===== src/rtl/icap_pkg.sv =====
// Shared types and helpers for the ICAP arbiter: FSM state encoding, ICAP word
// width and the per-byte bit reversal used for Virtex ICAP ordering.
package icap_pkg;

   localparam int unsigned ICAP_W = 32;

   typedef enum logic [2:0] {
      IDLE    = 3'd0,
      READ    = 3'd1,
      CAPTURE = 3'd2,
      SHIFT   = 3'd3,
      HOLD    = 3'd4,
      RELEASE = 3'd5
   } state_t;

   function automatic logic [ICAP_W-1:0] bitswap8(input logic [ICAP_W-1:0] w);
      logic [ICAP_W-1:0] r;
      r = '0;
      for (int unsigned b = 0; b < ICAP_W / 8; b++) begin
         for (int unsigned i = 0; i < 8; i++) begin
            r[b*8 + i] = w[b*8 + 7 - i];
         end
      end
      return r;
   endfunction

endpackage


===== src/rtl/icap_word_serializer.sv =====
// Holds one FIFO word and emits it as ICAP-width slices, lowest slice first,
// one slice per shift pulse. icap_o is registered; done_beat_o flags the final slice.
module icap_word_serializer
   import icap_pkg::*;
#(
   parameter int unsigned DATA_SIZE = 256,
   parameter bit          BIT_SWAP  = 1'b1
) (
   input  logic                 clock,
   input  logic                 reset,
   input  logic                 load_i,
   input  logic [DATA_SIZE-1:0] data_i,
   input  logic                 last_i,
   input  logic                 shift_i,
   output logic [ICAP_W-1:0]    icap_o,
   output logic                 done_beat_o,
   output logic                 last_o
);

   localparam int unsigned WORDS  = DATA_SIZE / ICAP_W;
   localparam int unsigned BEAT_W = (WORDS > 1) ? $clog2(WORDS) : 1;
   localparam logic [BEAT_W-1:0] LAST_BEAT = BEAT_W'(WORDS - 1);

   logic [DATA_SIZE-1:0] word_q;
   logic [BEAT_W-1:0]    beat_q;
   logic                 last_q;
   logic [ICAP_W-1:0]    icap_q;
   logic [ICAP_W-1:0]    slice;
   logic [ICAP_W-1:0]    slice_out;

   assign slice     = word_q[ICAP_W-1:0];
   assign slice_out = BIT_SWAP ? bitswap8(slice) : slice;

   // Shifting right by one slice keeps the next slice in the low bits.
   always_ff @(posedge clock) begin
      if (reset) begin
         word_q <= '0;
         beat_q <= '0;
         last_q <= 1'b0;
         icap_q <= '0;
      end else if (load_i) begin
         word_q <= data_i;
         last_q <= last_i;
         beat_q <= '0;
      end else if (shift_i) begin
         icap_q <= slice_out;
         word_q <= word_q >> ICAP_W;
         beat_q <= (beat_q == LAST_BEAT) ? '0 : beat_q + 1'b1;
      end
   end

   assign icap_o      = icap_q;
   assign done_beat_o = (beat_q == LAST_BEAT);
   assign last_o      = last_q;

endmodule


===== src/rtl/icap_arbiter.sv =====
// Round-robin owner of the ICAP write port: grants one FIFO source per whole
// bitstream and feeds its words through the serializer as 32-bit ICAP writes.
module icap_arbiter
   import icap_pkg::*;
#(
   parameter int unsigned DATA_SIZE = 256,
   parameter bit          BIT_SWAP  = 1'b1
) (
   input  logic                 clock,
   input  logic                 reset,
   input  logic                 req0_empty,
   output logic                 req0_rd_en,
   input  logic [DATA_SIZE-1:0] req0_data,
   input  logic                 req0_last,
   input  logic                 req1_empty,
   output logic                 req1_rd_en,
   input  logic [DATA_SIZE-1:0] req1_data,
   input  logic                 req1_last,
   input  logic                 abort,
   output logic [1:0]           grant,
   output logic                 icap_csib,
   output logic                 icap_rdwrb,
   output logic [31:0]          icap_i,
   output logic                 busy
);

   state_t               state_q;
   logic [1:0]           grant_q;
   logic                 rd0_q;
   logic                 rd1_q;
   logic                 csib_q;
   logic                 rr_ptr_q;

   logic                 gnt_empty;
   logic                 pick1;
   logic [DATA_SIZE-1:0] cap_data;
   logic                 cap_last;
   logic                 load;
   logic                 shift;
   logic                 done_beat;
   logic                 word_last;
   logic [ICAP_W-1:0]    ser_word;

   assign gnt_empty = grant_q[1] ? req1_empty : req0_empty;
   // req1 wins when req0 is idle, or on a tie when the pointer favours it.
   assign pick1     = req0_empty | (~req1_empty & rr_ptr_q);
   assign cap_data  = grant_q[1] ? req1_data : req0_data;
   assign cap_last  = grant_q[1] ? req1_last : req0_last;
   assign load      = (state_q == CAPTURE);
   assign shift     = (state_q == SHIFT) && !abort;

   icap_word_serializer #(
      .DATA_SIZE (DATA_SIZE),
      .BIT_SWAP  (BIT_SWAP)
   ) u_ser (
      .clock       (clock),
      .reset       (reset),
      .load_i      (load),
      .data_i      (cap_data),
      .last_i      (cap_last),
      .shift_i     (shift),
      .icap_o      (ser_word),
      .done_beat_o (done_beat),
      .last_o      (word_last)
   );

   always_ff @(posedge clock) begin
      if (reset) begin
         state_q  <= IDLE;
         grant_q  <= '0;
         rd0_q    <= 1'b0;
         rd1_q    <= 1'b0;
         csib_q   <= 1'b1;
         rr_ptr_q <= 1'b0;
      end else begin
         rd0_q <= 1'b0;
         rd1_q <= 1'b0;
         if (abort && state_q != IDLE && state_q != RELEASE) begin
            state_q <= RELEASE;
            csib_q  <= 1'b1;
         end else begin
            case (state_q)
               IDLE: begin
                  csib_q <= 1'b1;
                  if (!req0_empty || !req1_empty) begin
                     grant_q <= pick1 ? 2'b10 : 2'b01;
                     rd0_q   <= ~pick1;
                     rd1_q   <= pick1;
                     state_q <= READ;
                  end
               end
               READ: begin
                  csib_q  <= 1'b1;
                  state_q <= CAPTURE;
               end
               CAPTURE: begin
                  csib_q  <= 1'b1;
                  state_q <= SHIFT;
               end
               SHIFT: begin
                  csib_q <= 1'b0;
                  if (done_beat) begin
                     if (word_last) begin
                        state_q <= RELEASE;
                     end else if (!gnt_empty) begin
                        rd0_q   <= grant_q[0];
                        rd1_q   <= grant_q[1];
                        state_q <= READ;
                     end else begin
                        state_q <= HOLD;
                     end
                  end
               end
               HOLD: begin
                  csib_q <= 1'b1;
                  if (!gnt_empty) begin
                     rd0_q   <= grant_q[0];
                     rd1_q   <= grant_q[1];
                     state_q <= READ;
                  end
               end
               RELEASE: begin
                  csib_q   <= 1'b1;
                  grant_q  <= '0;
                  rr_ptr_q <= grant_q[0];
                  state_q  <= IDLE;
               end
               default: begin
                  csib_q  <= 1'b1;
                  state_q <= IDLE;
               end
            endcase
         end
      end
   end

   assign req0_rd_en = rd0_q;
   assign req1_rd_en = rd1_q;
   assign grant      = grant_q;
   assign icap_csib  = csib_q;
   assign icap_rdwrb = 1'b0;
   assign icap_i     = ser_word;
   assign busy       = |grant_q;

endmodule

===== config.mk =====
export PLATFORM = sky130hd
export DESIGN_NAME = icap_arbiter
export DESIGN_NICKNAME = d
export VERILOG_FILES = /design/src/rtl/icap_pkg.sv /design/src/rtl/icap_word_serializer.sv /design/src/rtl/icap_arbiter.sv
export SDC_FILE = /design/constraint.sdc
export NUM_CORES = 1
export LEC_CHECK = 0
export BUFFER_PORTS_ARGS = -buffer_cell sky130_fd_sc_hd__buf_2
export CAP_MARGIN = 40
export CORE_AREA = 5 5 217 219
export CTS_BUF_LIST = sky130_fd_sc_hd__clkbuf_16
export DETAILED_ROUTE_END_ITERATION = 8
export DIE_AREA = 0 0 222 224
export GPL_ROUTABILITY_DRIVEN = 0
export PLACE_DENSITY_LB_ADDON = 0.2
export SLEW_MARGIN = 10
export SYNTH_ARGS = -nofsm -noshare
export SYNTH_HDL_FRONTEND = slang
export SYNTH_SLANG_ARGS = --single-unit

===== constraint.sdc =====
create_clock -name clock -period 3.9 [get_ports clock]
set_input_delay 1.17 -clock clock [delete_from_list [all_inputs] [get_ports clock]]
set_output_delay 1.17 -clock clock [all_outputs]
set_load 0.02 [all_outputs]

==> impl.org <==
** STA
- Slew at the pin closest to its max-slew limit :: roughly 0.83 ns
- Total of endpoints with negative setup slack in the final report :: 0
- Setup repair after global routing left no endpoint under its margin.
- In the final timing run, aggregate negative setup slack is 0 ns.
- Derived from the worst setup path, the maximum achievable clock frequency is around 360 MHz.
- Final worst path period share :: 71.73%
- Headroom to the max-slew limit came out at between 40% and 50%.
- The max-slew violation count is 0.
- Between clock sinks in the finished design, the worst skew comes to between 0.006 and 0.007 ns.
- Across all hold checks on the routed design, the worst slack comes to 0.4503 ns.
- Counting I/O delays and the setup requirement, the final critical path takes about 2.8 ns.
- PnR worst setup slack :: between 1 and 1.5 ns
- Final hold violation count :: 0

** Place
- Inst Count DP :: 2700
- Post-Place Worst Slack :: ~1.0 ns
- Once detailed placement completed, the half-perimeter wirelength came to around 40000 um.
- Number of buffers inserted by port buffering :: about 560
- In this run the cell area measured after placement is approximately 18000 um2.

** Yosys
- During synthesis, Yosys emitted a total of 0 warnings.
- The most used flip-flop cell after synthesis is sky130_fd_sc_hd__dfxtp_1.
- Netlist cell types :: 40
- Synth Register Bits :: roughly 300
- The number of nets in the synthesized netlist is 2200.
- Share of synthesized flip-flops with an asynchronous set or reset :: 0%
- The cell area that synthesis handed to floorplanning was about 15000 um2.
- The synthesized design spends more area on one cell type than any other, namely sky130_fd_sc_hd__dfxtp_1.
- By area the synthesized netlist is led by sky130_fd_sc_hd__dfxtp_1 (41%), sky130_fd_sc_hd__mux2i_1 (15%), sky130_fd_sc_hd__nor2_1 (11%).
- Mean instance size in the synthesized netlist :: slightly below 9 um2
- Summed over its instances, the top area cell type makes up between 40% and 50% of the synthesized netlist area.
- Post-synth EDFFs :: 0
- After synthesis, flip-flops and latches occupy about two fifths of the total area.
- Synthesis produced a netlist whose cell count is 1679.

** Outcome
- Result of the run :: finished, final reports clean

** Final layout
- The post-route netlist has 32.19% of its cells at a drive strength greater than 1.
- Summing all flip-flop and latch instances after layout gives roughly 6000 um2.
- Summing all non-filler instances in the final layout gives an area of 19030 um2.
- Area of the multi-input gates :: between 7000 and 8000 um2
- Final nets :: 2660
- Fillers :: about 4500
- Non-filler cells, final :: roughly 2800
- Growth of design area from synthesis to finish :: 28.47%

** Global routing
- The initial antenna violation count was 5.
- Largest net degree at the start of global routing :: around 140
- Global routing finished with a remaining overflow of 0.
- Total GRT Usage :: approximately 20%
- Wire length of the first global-routing pass :: between 80000 and 90000 um
- The via count of the first global-routing pass is between 10000 and 15000.

** Detailed routing
- The final route contains around 14000 vias.
- Via density :: between 5 and 6
- The count of nets left with antenna violations once routing finished came out at 0.
- Met2 WL :: 26850 um
- Count of TritonRoute iterations in the first routing pass :: 5
- Uppermost signal routing layer after detailed routing :: met5
- Summed over all nets, wire length on met3 after detailed routing comes to 3425 um.
- Total DRC errors in the routed layout :: 0
- After detailed routing, the wire length on met1 is between 20000 and 25000 um.
- Total routed wirelength :: roughly 54000 um
- Average wire per cell in the routed design :: between 15 and 20 um
- In this run, the number of DRC markers left after iteration 0 of detailed routing was around 1100.

** Worst setup path
- On the worst path, the slowest cell contributes a delay of between 0.7 and 0.8 ns.
- Arrival time of the worst setup path :: 1.63 ns
- Counting cells, the worst reg-to-reg path comes to 6.
- Worst r2r dst :: u_ser.word_q[126]
- Worst reg-to-reg setup slack :: between 1.5 and 2 ns
- Cells along the critical path :: or2_2 -> buf_2
- The worst setup path is captured at an output port.
- The critical path is of the register to output port type.
- The largest individual stage delay along the critical path comes from the cell sky130_fd_sc_hd__dfxtp_4.
- For the worst setup path, the data required time is 2.73 ns.
- Maximum fanout encountered on the critical timing path :: 38
- Type of element launching the critical path :: register
- The startpoint identified for the worst register-to-register timing path is grant[1].

** Clock network
- Counting every sink on the clock net gives 301.
- Cell chosen for the clock root :: sky130_fd_sc_hd__clkbuf_16
- Clk slew on worst S/H paths :: around 0.060 ns
- Number of buffers on the longest clock path :: 3
- CTS tree :: done
- CTS built an H-tree with a depth of 2.
- In this run the post-CTS setup repair buffer count came out at 0.
- At the later pin of the worst-skew pair, clock insertion delay measures around 0.54 ns.
- Cts hold-fix bufs :: 0
- Clock buffer count from CTS :: 37
- Post-CTS repair changed the size of 0 cells.

** Die
- The die is about 220 um tall.
- Die outline width :: 222 um
- The die covers 49730 um2.
- Cell Rows :: 78
- 558 I/O pins were placed.
- The core region is 44890 um2.
- Effective utilization at floorplan :: 32.99%

** Pwr
- Worst-case vdd ir drop :: 0.2407 mV
- For this design the ratio of total power to cell area is between 400 and 500 nW/um2.
- Summed over all cells, the static leakage comes to between 7 and 8 nW.

** Hold path
- Source of the worst hold timing path :: u_ser.icap_o[14]
- End point of the most critical hold path :: u_ser.icap_o[14]
- Cells on Worst Hold Path :: 2
- Path type of the worst min-delay path :: register to register

** Job
- Max-cap violations in this run came to 0.
[metrics by stage]
step           total power (W)  util, %
3_3_place_gp          0.004744    39.87
3_5_place_dp          0.004771    39.93
6_report              0.007847    42.38
4_1_cts               0.007961    42.38
2_1_floorplan         0.004220        -
5_1_grt               0.008218    42.38
[critical path: cells and delay by family, from the launching register on]
| kind | cells | cell delay, ns |
|---|---|---|
| buffers and inverters | 1 | 0.15 |
| flip-flops | 1 | 0.72 |
| AND/OR/NAND/NOR | 1 | 0.20 |
[logic make-up (layout without fill, tap and decap cells)]
| family | Yosys count | count (layout) | share of synthesized area, % |
|---|---|---|---|
| AND/OR/NAND/NOR | 638 | 638 | 17.35 |
| AO/OA/AOI/OAI | 344 | 344 | 20.60 |
| flip-flops | 301 | 301 | 40.69 |
| multiplexers | 228 | 228 | 15.41 |
| buffers and inverters | 165 | 648 | 5.753 |
| adder cells (fa/ha/maj) | 2 | 2 | 0.1689 |
| other | 1 | 2 | 0.02532 |
[Yosys cell counts (4+ instances only)]
| master | n |
|---|---|
| sky130_fd_sc_hd__nor3_1 | 5 |
| sky130_fd_sc_hd__buf_4 | 16 |
| sky130_fd_sc_hd__a221oi_1 | 131 |
| sky130_fd_sc_hd__buf_1 | 4 |
| sky130_fd_sc_hd__a221oi_2 | 60 |
| sky130_fd_sc_hd__nor2b_1 | 37 |
| sky130_fd_sc_hd__nand2_1 | 132 |
| sky130_fd_sc_hd__dfxtp_1 | 301 |
| sky130_fd_sc_hd__nor2_1 | 452 |
| sky130_fd_sc_hd__clkbuf_1 | 55 |
| sky130_fd_sc_hd__buf_6 | 9 |
| sky130_fd_sc_hd__a211oi_1 | 36 |
| sky130_fd_sc_hd__a21oi_1 | 71 |
| sky130_fd_sc_hd__a311oi_1 | 33 |
| sky130_fd_sc_hd__mux2i_1 | 228 |
| sky130_fd_sc_hd__buf_2 | 75 |
[layout make-up]
class	instances	share of cell area, %
diodes	1	0.01315
flip-flops and latches	301	31.69
clock buffers	39	5.129
well taps	600	3.946
multi-input cells	1213	41.81
repair buffers	583	16.70
inverters	3	0.05918
clock inverters	23	0.6510
[routing by layer]
layer | up-vias | GRT usage, %
met5 | - | 0
met4 | 4 | 5.508
met3 | 61 | 3.643
met2 | 469 | 35.31
met1 | 6610 | 26.49
li1 | 6967 | -
[placed cells by master (no fill, tap or decap), types with 2 or more instances in the layout]
cell                        instances
sky130_fd_sc_hd__dfxtp_1          300
sky130_fd_sc_hd__buf_4             13
sky130_fd_sc_hd__clkinv_2           2
sky130_fd_sc_hd__nand2_1          132
sky130_fd_sc_hd__clkinv_1          11
sky130_fd_sc_hd__nor2_1           452
sky130_fd_sc_hd__buf_12            13
sky130_fd_sc_hd__inv_1             10
sky130_fd_sc_hd__or2_2              2
sky130_fd_sc_hd__a31oi_1            3
sky130_fd_sc_hd__ha_1               2
sky130_fd_sc_hd__nor3_1             5
sky130_fd_sc_hd__a211oi_1          36
sky130_fd_sc_hd__buf_2            555
sky130_fd_sc_hd__clkbuf_16         39
sky130_fd_sc_hd__o21ai_0            3
sky130_fd_sc_hd__nor2b_1           37
sky130_fd_sc_hd__mux2i_1          228
sky130_fd_sc_hd__a221oi_1         131
sky130_fd_sc_hd__a21oi_1           71
sky130_fd_sc_hd__a311oi_1          33
sky130_fd_sc_hd__a221oi_2          60
[worst max path at each step]
| stage | from | end | slack, ns |
|---|---|---|---|
| 3_5_place_dp | abort | u_ser.icap_o[22] | 1.00 |
| 5_1_grt | grant[1] | busy | 1.02 |
| 6_report | grant[1] | busy | 1.10 |
| 4_1_cts | grant[1] | busy | 1.04 |
| 3_3_place_gp | abort | u_ser.icap_o[10] | 1.02 |
| 2_1_floorplan | grant[1] | busy | 1.44 |
[sequential cells by signal, summed over array words and instances (netlist names)]
signal,cells
req1_rd_en,1
u_ser.word_q,256
rr_ptr_q,1
req0_rd_en,1
grant,2
u_ser.beat_q,3
u_ser.last_o,1
state_q,3
u_ser.icap_o,32
icap_csib,1
[power by group]
part	total [W]	internal, W	switching [W]
Clock	0.00316	0.00185	0.00130
Sequential	0.00337	0.00322	0.000151
Combinational	0.00132	0.000618	0.000705
(Power assumes the default switching activity.)
